$ cat config.mk
export PLATFORM = sky130hd
export DESIGN_NAME = idecode_hz
export DESIGN_NICKNAME = d
export VERILOG_FILES = /design/src/rtl/idecode_hz_pkg.sv /design/src/rtl/idecode_hz_id_ex_reg.sv /design/src/rtl/idecode_hz.sv
export SDC_FILE = /design/constraint.sdc
export NUM_CORES = 2
export LEC_CHECK = 0
export BUFFER_PORTS_ARGS = -buffer_cell sky130_fd_sc_hd__buf_2
export CAP_MARGIN = 20
export CELL_PAD_IN_SITES_DETAIL_PLACEMENT = 0
export CELL_PAD_IN_SITES_GLOBAL_PLACEMENT = 2
export CORE_UTILIZATION = 30
export DETAILED_ROUTE_END_ITERATION = 6
export PLACE_DENSITY = 0.57
export SYNTH_ARGS = -nofsm -noshare
export SYNTH_HDL_FRONTEND = slang
export SYNTH_SLANG_ARGS = --single-unit
$ cat constraint.sdc
create_clock -name clk -period 5.05 [get_ports clk]
set_input_delay 0.7575 -clock clk [delete_from_list [all_inputs] [get_ports clk]]
set_output_delay 0.7575 -clock clk [all_outputs]
set_load 0.05 [all_outputs]
$ cat src/rtl/idecode_hz_pkg.sv
// Shared decode definitions for idecode_hz: opcodes, control encodings,
// E-stage control bundle and the immediate generator.
package idecode_hz_pkg;

  localparam logic [6:0] OP_LOAD   = 7'b0000011;
  localparam logic [6:0] OP_STORE  = 7'b0100011;
  localparam logic [6:0] OP_RTYPE  = 7'b0110011;
  localparam logic [6:0] OP_IALU   = 7'b0010011;
  localparam logic [6:0] OP_BRANCH = 7'b1100011;
  localparam logic [6:0] OP_JAL    = 7'b1101111;
  localparam logic [6:0] OP_LUI    = 7'b0110111;

  typedef enum logic [1:0] {RES_ALU = 2'b00, RES_MEM = 2'b01, RES_PC4 = 2'b10} result_src_e;
  typedef enum logic [2:0] {IMM_I, IMM_S, IMM_B, IMM_J, IMM_U} imm_src_e;
  typedef enum logic [3:0] {
    ALU_ADD = 4'd0, ALU_SUB = 4'd1, ALU_AND = 4'd2, ALU_OR  = 4'd3,
    ALU_XOR = 4'd4, ALU_SLT = 4'd5, ALU_SLL = 4'd6, ALU_SRL = 4'd7
  } alu_ctrl_e;

  typedef struct packed {
    logic        valid;
    logic        illegal;
    logic        reg_write;
    logic        mem_write;
    logic        jump;
    logic        branch;
    logic        alu_src;
    result_src_e result_src;
    alu_ctrl_e   alu_control;
  } ectrl_t;

  function automatic alu_ctrl_e alu_op(input logic [2:0] f3, input logic sub_en);
    case (f3)
      3'b000:  alu_op = sub_en ? ALU_SUB : ALU_ADD;
      3'b001:  alu_op = ALU_SLL;
      3'b010:  alu_op = ALU_SLT;
      3'b100:  alu_op = ALU_XOR;
      3'b101:  alu_op = ALU_SRL;
      3'b110:  alu_op = ALU_OR;
      3'b111:  alu_op = ALU_AND;
      default: alu_op = ALU_ADD;
    endcase
  endfunction

  // 32-bit immediate; the caller sign-extends to the datapath width.
  function automatic logic [31:0] imm_gen(input logic [31:0] i, input imm_src_e src);
    case (src)
      IMM_S:   imm_gen = {{20{i[31]}}, i[31:25], i[11:7]};
      IMM_B:   imm_gen = {{19{i[31]}}, i[31], i[7], i[30:25], i[11:8], 1'b0};
      IMM_J:   imm_gen = {{11{i[31]}}, i[31], i[19:12], i[20], i[30:21], 1'b0};
      IMM_U:   imm_gen = {i[31:12], 12'b0};
      default: imm_gen = {{20{i[31]}}, i[31:20]};
    endcase
  endfunction

endpackage

$ cat src/rtl/idecode_hz_id_ex_reg.sv
// ID/EX pipeline register: reset > hold > bubble > load.
module id_ex_reg
  import idecode_hz_pkg::*;
#(
  parameter int XLEN = 32
) (
  input  logic            clk,
  input  logic            reset,
  input  logic            hold_i,
  input  logic            bubble_i,
  input  ectrl_t          ctrl_i,
  input  logic [4:0]      rs1_i,
  input  logic [4:0]      rs2_i,
  input  logic [4:0]      rd_i,
  input  logic [XLEN-1:0] rd1_i,
  input  logic [XLEN-1:0] rd2_i,
  input  logic [XLEN-1:0] imm_i,
  input  logic [XLEN-1:0] pc_i,
  input  logic [XLEN-1:0] pc4_i,
  output ectrl_t          ctrl_o,
  output logic [4:0]      rs1_o,
  output logic [4:0]      rs2_o,
  output logic [4:0]      rd_o,
  output logic [XLEN-1:0] rd1_o,
  output logic [XLEN-1:0] rd2_o,
  output logic [XLEN-1:0] imm_o,
  output logic [XLEN-1:0] pc_o,
  output logic [XLEN-1:0] pc4_o
);

  typedef struct packed {
    ectrl_t          ctrl;
    logic [4:0]      rs1, rs2, rd;
    logic [XLEN-1:0] rd1, rd2, imm, pc, pc4;
  } stage_t;

  stage_t stage_d, stage_q;

  // A bubble zeroes the whole stage, so data fields never leak stale values.
  always_comb begin
    stage_d = stage_q;
    if (!hold_i) begin
      if (bubble_i) stage_d = '0;
      else stage_d = '{ctrl_i, rs1_i, rs2_i, rd_i, rd1_i, rd2_i, imm_i, pc_i, pc4_i};
    end
  end

  always_ff @(posedge clk) begin
    if (!reset) stage_q <= '0;
    else        stage_q <= stage_d;
  end

  assign ctrl_o = stage_q.ctrl;
  assign rs1_o  = stage_q.rs1;
  assign rs2_o  = stage_q.rs2;
  assign rd_o   = stage_q.rd;
  assign rd1_o  = stage_q.rd1;
  assign rd2_o  = stage_q.rd2;
  assign imm_o  = stage_q.imm;
  assign pc_o   = stage_q.pc;
  assign pc4_o  = stage_q.pc4;

endmodule

$ cat src/rtl/idecode_hz.sv
// RISC-V decode stage with register file, load-use hazard unit and ID/EX register.
// Define IDECODE_HZ_PERF_EN to add the StallCnt/FlushCnt performance counters.
module idecode_hz
  import idecode_hz_pkg::*;
#(
  parameter  int XLEN  = 32,
  parameter  int NREG  = 32,
  localparam int RADDR = $clog2(NREG)
) (
  input  logic            clk,
  input  logic            reset,
  input  logic [31:0]     InstrD,
  input  logic [XLEN-1:0] PCD,
  input  logic [XLEN-1:0] PCPlus4D,
  input  logic            ValidD,
  input  logic            RegWriteW,
  input  logic [4:0]      RdW,
  input  logic [XLEN-1:0] ResultW,
  input  logic            PCSrcE,
  input  logic            HoldE,
  output logic            StallF,
  output logic            StallD,
  output logic            FlushD,
  output logic            ValidE,
  output logic            IllegalE,
  output logic            RegWriteE,
  output logic            MemWriteE,
  output logic            JumpE,
  output logic            BranchE,
  output logic            ALUSrcE,
  output logic [1:0]      ResultSrcE,
  output logic [3:0]      ALUControlE,
  output logic [4:0]      Rs1E,
  output logic [4:0]      Rs2E,
  output logic [4:0]      RdE,
  output logic [XLEN-1:0] RD1E,
  output logic [XLEN-1:0] RD2E,
  output logic [XLEN-1:0] ImmExtE,
  output logic [XLEN-1:0] PCE,
  output logic [XLEN-1:0] PCPlus4E
`ifdef IDECODE_HZ_PERF_EN
  ,
  output logic [31:0]     StallCnt,
  output logic [31:0]     FlushCnt
`endif
);

  logic [6:0] opcode;
  logic [4:0] rs1_d, rs2_d, rd_d;
  assign opcode = InstrD[6:0];
  assign rs1_d  = InstrD[19:15];
  assign rs2_d  = InstrD[24:20];
  assign rd_d   = InstrD[11:7];

  // x0 has no storage; every other register is its own resettable flop bank.
  logic [XLEN-1:0] rf_q [NREG-1:1];
  for (genvar gi = 1; gi < NREG; gi++) begin : g_rf
    always_ff @(posedge clk) begin
      if (!reset) rf_q[gi] <= '0;
      else if (RegWriteW && RdW == 5'(gi)) rf_q[gi] <= ResultW;
    end
  end

  function automatic logic [XLEN-1:0] rf_read(input logic [4:0] idx);
    rf_read = '0;
    if (idx != 5'd0 && int'(idx) < NREG) begin
      if (RegWriteW && RdW == idx) rf_read = ResultW;
      else                         rf_read = rf_q[idx[RADDR-1:0]];
    end
  endfunction

  ectrl_t          ctrl_dec;
  imm_src_e        imm_src;
  logic            use_rs1, use_rs2, use_rd, bad;
  logic [31:0]     imm32;
  logic [XLEN-1:0] imm_ext, rd1_d, rd2_d;

  always_comb begin
    ctrl_dec = '0;
    imm_src  = IMM_I;
    use_rs1  = 1'b0;
    use_rs2  = 1'b0;
    use_rd   = 1'b0;
    bad      = 1'b0;
    case (opcode)
      OP_LOAD: begin
        ctrl_dec.reg_write = 1'b1; ctrl_dec.alu_src = 1'b1; ctrl_dec.result_src = RES_MEM;
        use_rs1 = 1'b1; use_rd = 1'b1;
      end
      OP_STORE: begin
        ctrl_dec.mem_write = 1'b1; ctrl_dec.alu_src = 1'b1; imm_src = IMM_S;
        use_rs1 = 1'b1; use_rs2 = 1'b1;
      end
      OP_RTYPE: begin
        ctrl_dec.reg_write = 1'b1; ctrl_dec.alu_control = alu_op(InstrD[14:12], InstrD[30]);
        use_rs1 = 1'b1; use_rs2 = 1'b1; use_rd = 1'b1;
      end
      OP_IALU: begin
        ctrl_dec.reg_write = 1'b1; ctrl_dec.alu_src = 1'b1;
        ctrl_dec.alu_control = alu_op(InstrD[14:12], 1'b0);
        use_rs1 = 1'b1; use_rd = 1'b1;
      end
      OP_BRANCH: begin
        ctrl_dec.branch = 1'b1; ctrl_dec.alu_control = ALU_SUB; imm_src = IMM_B;
        use_rs1 = 1'b1; use_rs2 = 1'b1;
        bad = (InstrD[14:13] != 2'b00);  // only beq/bne
      end
      OP_JAL: begin
        ctrl_dec.reg_write = 1'b1; ctrl_dec.jump = 1'b1; ctrl_dec.result_src = RES_PC4;
        imm_src = IMM_J; use_rd = 1'b1;
      end
      OP_LUI: begin
        ctrl_dec.reg_write = 1'b1; ctrl_dec.alu_src = 1'b1; imm_src = IMM_U; use_rd = 1'b1;
      end
      default: bad = 1'b1;
    endcase
    if ((use_rs1 && int'(rs1_d) >= NREG) || (use_rs2 && int'(rs2_d) >= NREG) ||
        (use_rd && int'(rd_d) >= NREG))
      bad = 1'b1;
    if (bad) begin
      ctrl_dec = '0;
      ctrl_dec.illegal = 1'b1;
    end
    if (!ValidD) ctrl_dec = '0;
    ctrl_dec.valid = ValidD;
  end

  always_comb begin
    imm32 = imm_gen(InstrD, imm_src);
    imm_ext = {XLEN{imm32[31]}};
    imm_ext[31:0] = imm32;
    rd1_d = rf_read(rs1_d);
    rd2_d = rf_read(rs2_d);
  end

  logic rs2_cmp, lu;
  assign rs2_cmp = (opcode == OP_RTYPE) || (opcode == OP_STORE) || (opcode == OP_BRANCH);
  assign lu = ValidE && ResultSrcE == RES_MEM && RdE != 5'd0 &&
              (RdE == rs1_d || (rs2_cmp && RdE == rs2_d));

  assign StallF = lu || HoldE;
  assign StallD = lu || HoldE;
  assign FlushD = PCSrcE && !HoldE;

  ectrl_t ctrl_e;

  id_ex_reg #(.XLEN(XLEN)) u_id_ex (
    .clk      (clk),
    .reset    (reset),
    .hold_i   (HoldE),
    .bubble_i (PCSrcE || lu),
    .ctrl_i   (ctrl_dec),
    .rs1_i    (rs1_d),
    .rs2_i    (rs2_d),
    .rd_i     (rd_d),
    .rd1_i    (rd1_d),
    .rd2_i    (rd2_d),
    .imm_i    (imm_ext),
    .pc_i     (PCD),
    .pc4_i    (PCPlus4D),
    .ctrl_o   (ctrl_e),
    .rs1_o    (Rs1E),
    .rs2_o    (Rs2E),
    .rd_o     (RdE),
    .rd1_o    (RD1E),
    .rd2_o    (RD2E),
    .imm_o    (ImmExtE),
    .pc_o     (PCE),
    .pc4_o    (PCPlus4E)
  );

  assign ValidE      = ctrl_e.valid;
  assign IllegalE    = ctrl_e.illegal;
  assign RegWriteE   = ctrl_e.reg_write;
  assign MemWriteE   = ctrl_e.mem_write;
  assign JumpE       = ctrl_e.jump;
  assign BranchE     = ctrl_e.branch;
  assign ALUSrcE     = ctrl_e.alu_src;
  assign ResultSrcE  = ctrl_e.result_src;
  assign ALUControlE = ctrl_e.alu_control;

`ifdef IDECODE_HZ_PERF_EN
  logic [31:0] stall_cnt_q, flush_cnt_q;
  always_ff @(posedge clk) begin
    if (!reset) begin
      stall_cnt_q <= '0;
      flush_cnt_q <= '0;
    end else begin
      if (lu && !HoldE && stall_cnt_q != 32'hFFFF_FFFF) stall_cnt_q <= stall_cnt_q + 32'd1;
      if (PCSrcE && !HoldE && flush_cnt_q != 32'hFFFF_FFFF) flush_cnt_q <= flush_cnt_q + 32'd1;
    end
  end
  assign StallCnt = stall_cnt_q;
  assign FlushCnt = flush_cnt_q;
`endif

endmodule
== Yosys cells after proc, flatten, opt, wreduce, memory -nomap -nowiden ==
Memories as Yosys holds them, arrays and structs flattened.
Index checks and enable logic that the tools add are counted.

* Mux-type cells: 145
* Equality and inequality tests: 53
* Bitwise gates (word level): 31
* Reduce and logical (&&, ||, !) cells: 52

{| class="wikitable"
|+ Operators with widths
! kind !! count
|-
| $mux W32 || 35
|-
| $mux W188 || 1
|-
| $pmux W31 S4 || 1
|-
| $mux W1 || 100
|-
| $eq A5 B5 Y1 const B || 16
|-
| $eq A5 B4 Y1 const B || 8
|-
| $logic_and A1 B1 Y1 || 38
|-
| $or A1 B1 Y1 || 31
|-
| $mux W12 || 2
|-
| $eq A7 B6 Y1 const B || 3
|-
| $pmux W3 S7 || 1
|-
| $eq A5 B3 Y1 const B || 4
|-
| $eq A5 B5 Y1 || 4
|-
| $pmux W3 S6 || 1
|-
| $eq A3 B3 Y1 const B || 5
|-
| $reduce_bool A5 Y1 || 3
|-
| $eq A7 B7 Y1 const B || 2
|-
| $pmux W3 S4 || 1
|-
| $eq A5 B2 Y1 const B || 2
|-
| $eq A3 B2 Y1 const B || 3
|-
| $pmux W3 S3 || 1
|-
| $eq A7 B2 Y1 const B || 1
|-
| $eq A7 B5 Y1 const B || 1
|-
| $eq A3 B1 Y1 const B || 2
|-
| other kinds (11) || 15
|}

* Memory bits (writable): 992
* Input port bits: 139
* Output and inout bits: 191
* Register bits: 188
* Logic and storage cells: 299
* Memories kept: 1

{| class="wikitable"
|+ Memories
! memory !! words !! width !! rd ports !! clocked after memory_dff !! wr ports !! line !! source
|-
| rf_q || 31 || 32 || 2 || 0 || 31 || idecode_hz.sv:56 || <nowiki>logic [XLEN-1:0] rf_q [NREG-1:1];</nowiki>
|}

== Longest topological paths before layout ==
* Word-level depth: 8
* Gate-level depth with buffers: 10
* Depth with buffers taken out: 6

== Modules after synthesis ==
From an unflattened synthesis, not the netlist that was laid out.

* Cells, all modules: 4664
* Area total of the unflattened synthesis: 61610.3 um^2

{| class="wikitable"
|+ By module, submodules not included
! module !! cells each !! times used !! area an instance (um^2) !! seq. area each (um^2)
|-
| idecode_hz || 3828 || 1 || 54453.5 || 29788.6
|-
| id_ex_reg || 836 || 1 || 7156.9 || 3763.6
|}

== Worst setup path before layout ==
Ideal clock, no wire load.

* Path type: in2reg
* Start point: in RegWriteW
* End point: mem rf_q[12][0] (enable)
* Cell stages on the path: 5
* Slack: 0.756 ns
* Setup time: 0.466 ns
* Data arrival time: 3.828 ns
* Path through: clkbuf_1 -> nor2b_1 -> clkbuf_1 -> nand3_1 -> o21ai_0

{| class="wikitable"
|+ RTL lines
! element !! line !! source
|-
| from (decl) || idecode_hz.sv:16 || <nowiki>input logic RegWriteW,</nowiki>
|-
| to (decl) || idecode_hz.sv:56 ||
|}

== Final worst setup path ==
* Start point: in InstrD[24]
* End point: out StallD

* Longest elaborated chain between the ends: 5

{| class="wikitable"
|+ RTL lines
! element !! line !! source
|-
| from (decl) || idecode_hz.sv:12 || <nowiki>input logic [31:0] InstrD,</nowiki>
|-
| $eq A5 B5 Y1 || idecode_hz.sv:139 || <nowiki>(RdE == rs1_d || (rs2_cmp && RdE == rs2_d));</nowiki>
|-
| $logic_and A1 B1 Y1 || idecode_hz.sv:139 ||
|-
| $logic_or A1 B1 Y1 || idecode_hz.sv:139 ||
|-
| $logic_and A1 B1 Y1 || idecode_hz.sv:138 || <nowiki>assign lu = ValidE && ResultSrcE == RES_MEM && RdE != 5'd0 &&</nowiki>
|-
| $logic_or A1 B1 Y1 || idecode_hz.sv:142 || <nowiki>assign StallD = lu || HoldE;</nowiki>
|-
| to (decl) || idecode_hz.sv:22 || <nowiki>output logic StallD,</nowiki>
|}

Every way passes these cells.

==> summary.txt <==
sequential share of the synthesized area: 54.65%
CTS resizes: 0
most used routing layer: met2
final RePlAce weighted congestion: 0.8266
CP Data Arrival Time: 2.87 ns
FP Rows: 165
initial antenna violation count: 17
final core utilization: 35.06%
DR pass1 iterations: 5
dpl ws: 1.277 ns
Synth Flop Type: edfxtp_1
EDFF count, synth: 992
Initial Utilization: 30.27%
DRC viols: 0
Yosys top cell area share: 48.55%
clk_lat worst skew: 0.81 ns
cell mode on critical path: buf_2
#FFs+latches synth: 1,179
Initial DRC Count: 3,512
TNS Setup: 0 ns
hold depth: 3
Port Buffers: 328
worst setup margin: 1.424 ns
most common cell in the synthesized netlist: and2_1
Slew headroom: 22.97%
post-route ant nets: 0
RSZ-0062 raised after global routing: false
met3 global-route usage: 3.059%
post-synth net total: 5,379
global routing usage on met1: 31.62%
Syn Area/Cell: 11.71 sq um
outcome: complete, no violations
DIE HEIGHT: 454.3 um
CP Max Fanout: 16
internal reg-to-reg setup slack: 2.27 ns
Clock transition at path regs: 0.05 ns
post-synthesis async set-or-reset flop share: 0%
Tightest Hold Check Type: input pin to flip-flop
TritonCTS Buffers: 149
CTS tree: yes
via count: 43,270
clock skew: 0.02707 ns
first-pass GRT wire length: 347.3 mm
met2 usage: 39.61%
largest net degree at the start of global routing: 94
DIE WIDTH: 454.3 um
leakage power: 26.97 nW
startpoint class of the critical path: input pin
Synth cell types: 58
Critical-path top delay cell: nor3_1
fmax: 275.8 MHz
Tot GR Track Use: 23.79%
total wire length: 250.9 mm
CP Data Required Time: 4.29 ns
R2R cell count: 7
Filler cells: 19,950
wire per inst: 30.80 um
number of global-route vias before repair: 42,890
clock sink count: 1,179
via/cell ratio: 5.312
fraction of layout cells with a size suffix above 1: 16.87%
final net count: 5,478
Commonest cells post-synth: and2_1 (995), edfxtp_1 (992), mux2i_1 (819)
worst-path cell chain: buf_2 > xnor2_1 > o211ai_2 > nor3_1 > or3_1 > buf_2
Setup Fix Bufs, Post-CTS: 0
root buffer cell: clkbuf_16
kind of end point of the critical path: primary output
final hold violations: 0
Area Overhead vs Synth: 15.84%
Max Transition Viols Final: 0
YS warnings: 0
setup violators final: 0
CORE AREA: 202,700 sq um
Max VDD drop: 339.7 uV
Worst Setup Path Type: input pin to primary output
Power Dens Cells: 347.1 nW/um^2
Cell Area, Synth: 61,360 sq um
CTS hold repair buffers: 0
Final HPWL DP: 162.8 mm
WHS: 0.2217 ns
fin crit period: 3.626 ns
I/O Pins: 330
H-tree depth: 4
area leader, netlist: edfxtp_1
slowest stage delay, CP: 0.73 ns
grt ovf: 0
Tcrit/Tclk final: 71.79%
synth top area cells: edfxtp_1 (49%), mux2i_1 (13%), and2_1 (10%)
max-cap violation count: 0
Post-Syn Instances: 5,240
Longest Clk Path Bufs: 3
Slew @ Worst Pin: 1.153 ns
Final Power: 24.68 mW
full die area: 206,400 sq um
==> layout by cell type, fill, tap and decap left out, drive strengths merged, types with 5 or more instances in the layout <==
| cell type | synthesis | layout |
|---|---|---|
| buf | 99 | 477 |
| dfxtp | 187 | 187 |
| inv | 5 | 12 |
| a22oi | 276 | 276 |
| clkbuf | 432 | 200 |
| xor2 | 8 | 8 |
| a22o | 32 | 32 |
| o21ai | 62 | 62 |
| a32oi | 12 | 12 |
| or2 | 6 | 6 |
| edfxtp | 992 | 992 |
| nor4 | 5 | 5 |
| nand4 | 9 | 9 |
| nand3 | 54 | 54 |
| o31ai | 34 | 34 |
| mux2i | 819 | 819 |
| o2111ai | 31 | 31 |
| mux2 | 127 | 127 |
| mux4 | 9 | 9 |
| nand2 | 113 | 113 |
| o22ai | 252 | 252 |
| nor2b | 104 | 104 |
| or3 | 34 | 34 |
| nor2 | 205 | 205 |
| nand2b | 9 | 9 |
| diode | 0 | 15 |
| clkinv | 0 | 58 |
| o21a | 32 | 32 |
| a211oi | 96 | 96 |
| a21oi | 55 | 55 |
| xnor2 | 14 | 14 |
| a21boi | 36 | 36 |
| and2 | 996 | 996 |
| nor3 | 66 | 66 |
==> final timing paths <==
check / startpoint / endpoint
worst max register to register: u_id_ex.rd_o[1]$_SDFFE_PN0N_ / u_id_ex.rd1_o[31]$_SDFFE_PN0N_
worst max-delay path: InstrD[24] / StallD
worst min register to register: u_id_ex.imm_o[24]$_SDFFE_PN0N_ / u_id_ex.imm_o[24]$_SDFFE_PN0N_
worst min-delay path: PCD[15] / u_id_ex.pc_o[15]$_SDFFE_PN0N_
==> worst max-delay path, delay by kind of cell <==
| family | cells | cell delay (ns) |
|---|---|---|
| compound gates | 1 | 0.11 |
| xor+xnor | 1 | 0.20 |
| simple gates | 2 | 1.00 |
| buf+inv | 2 | 0.79 |
==> stage by stage <==
stage / area, sq um / cells
after floorplan: 61360 / 5240
after global placement: 66460 / 7858
after detailed placement: 66460 / 7859
after CTS: 71020 / 8130
after global routing: 71050 / 8133
final: 71080 / 8146
==> flip-flops by register name, summed over array words and instances, names as in the netlist <==
register,count
rf_q,992
u_id_ex.ctrl_o,12
u_id_ex.imm_o,32
u_id_ex.pc4_o,32
u_id_ex.pc_o,32
u_id_ex.rd1_o,32
u_id_ex.rd2_o,32
u_id_ex.rd_o,5
u_id_ex.rs1_o,5
u_id_ex.rs2_o,5
==> report_power, final <==
part | switching, mW | leakage, nW | internal (mW)
logic | 2.11 | 13.8 | 0.938
registers | 0.298 | 11.0 | 11.1
clock network | 4.43 | 2.22 | 5.83
==> final cells by class <==
type                            instances  area, sq um  share of cell area, %
Inverter                                5        18.77                0.02640
Tap cell                             2672         3343                  4.703
Clock inverter                         73        514.2                 0.7235
Multi-Input combinational cell       3525        26440                  37.19
Antenna cell                           15        37.54                0.05281
Clock buffer                          198         4046                  5.693
Timing Repair Buffer                  479         3152                  4.434
Sequential cell                      1179        33530                  47.17
==> cells by family after synthesis <==
kind of cell	Yosys count	synth area share (%)
AOI/OAI and AO/OA	930	10.57
and+or+nand+nor	1617	15.02
DFF	1179	54.65
other	1	0.006111
buffers and inverters	536	3.424
muxes	955	16.02
xor gates and xnor gates	22	0.3140
==> routing by layer <==
layer  part of all wire, %  wire length (um)  vias up
met4                   3.4              8648        6
met2                    47            119000     1271
met3                   4.6             11620      297
li1                      -                 -    19600
met5                 0.013                33        -
met1                    44            111600    22100
(Power assumes the default switching activity.)
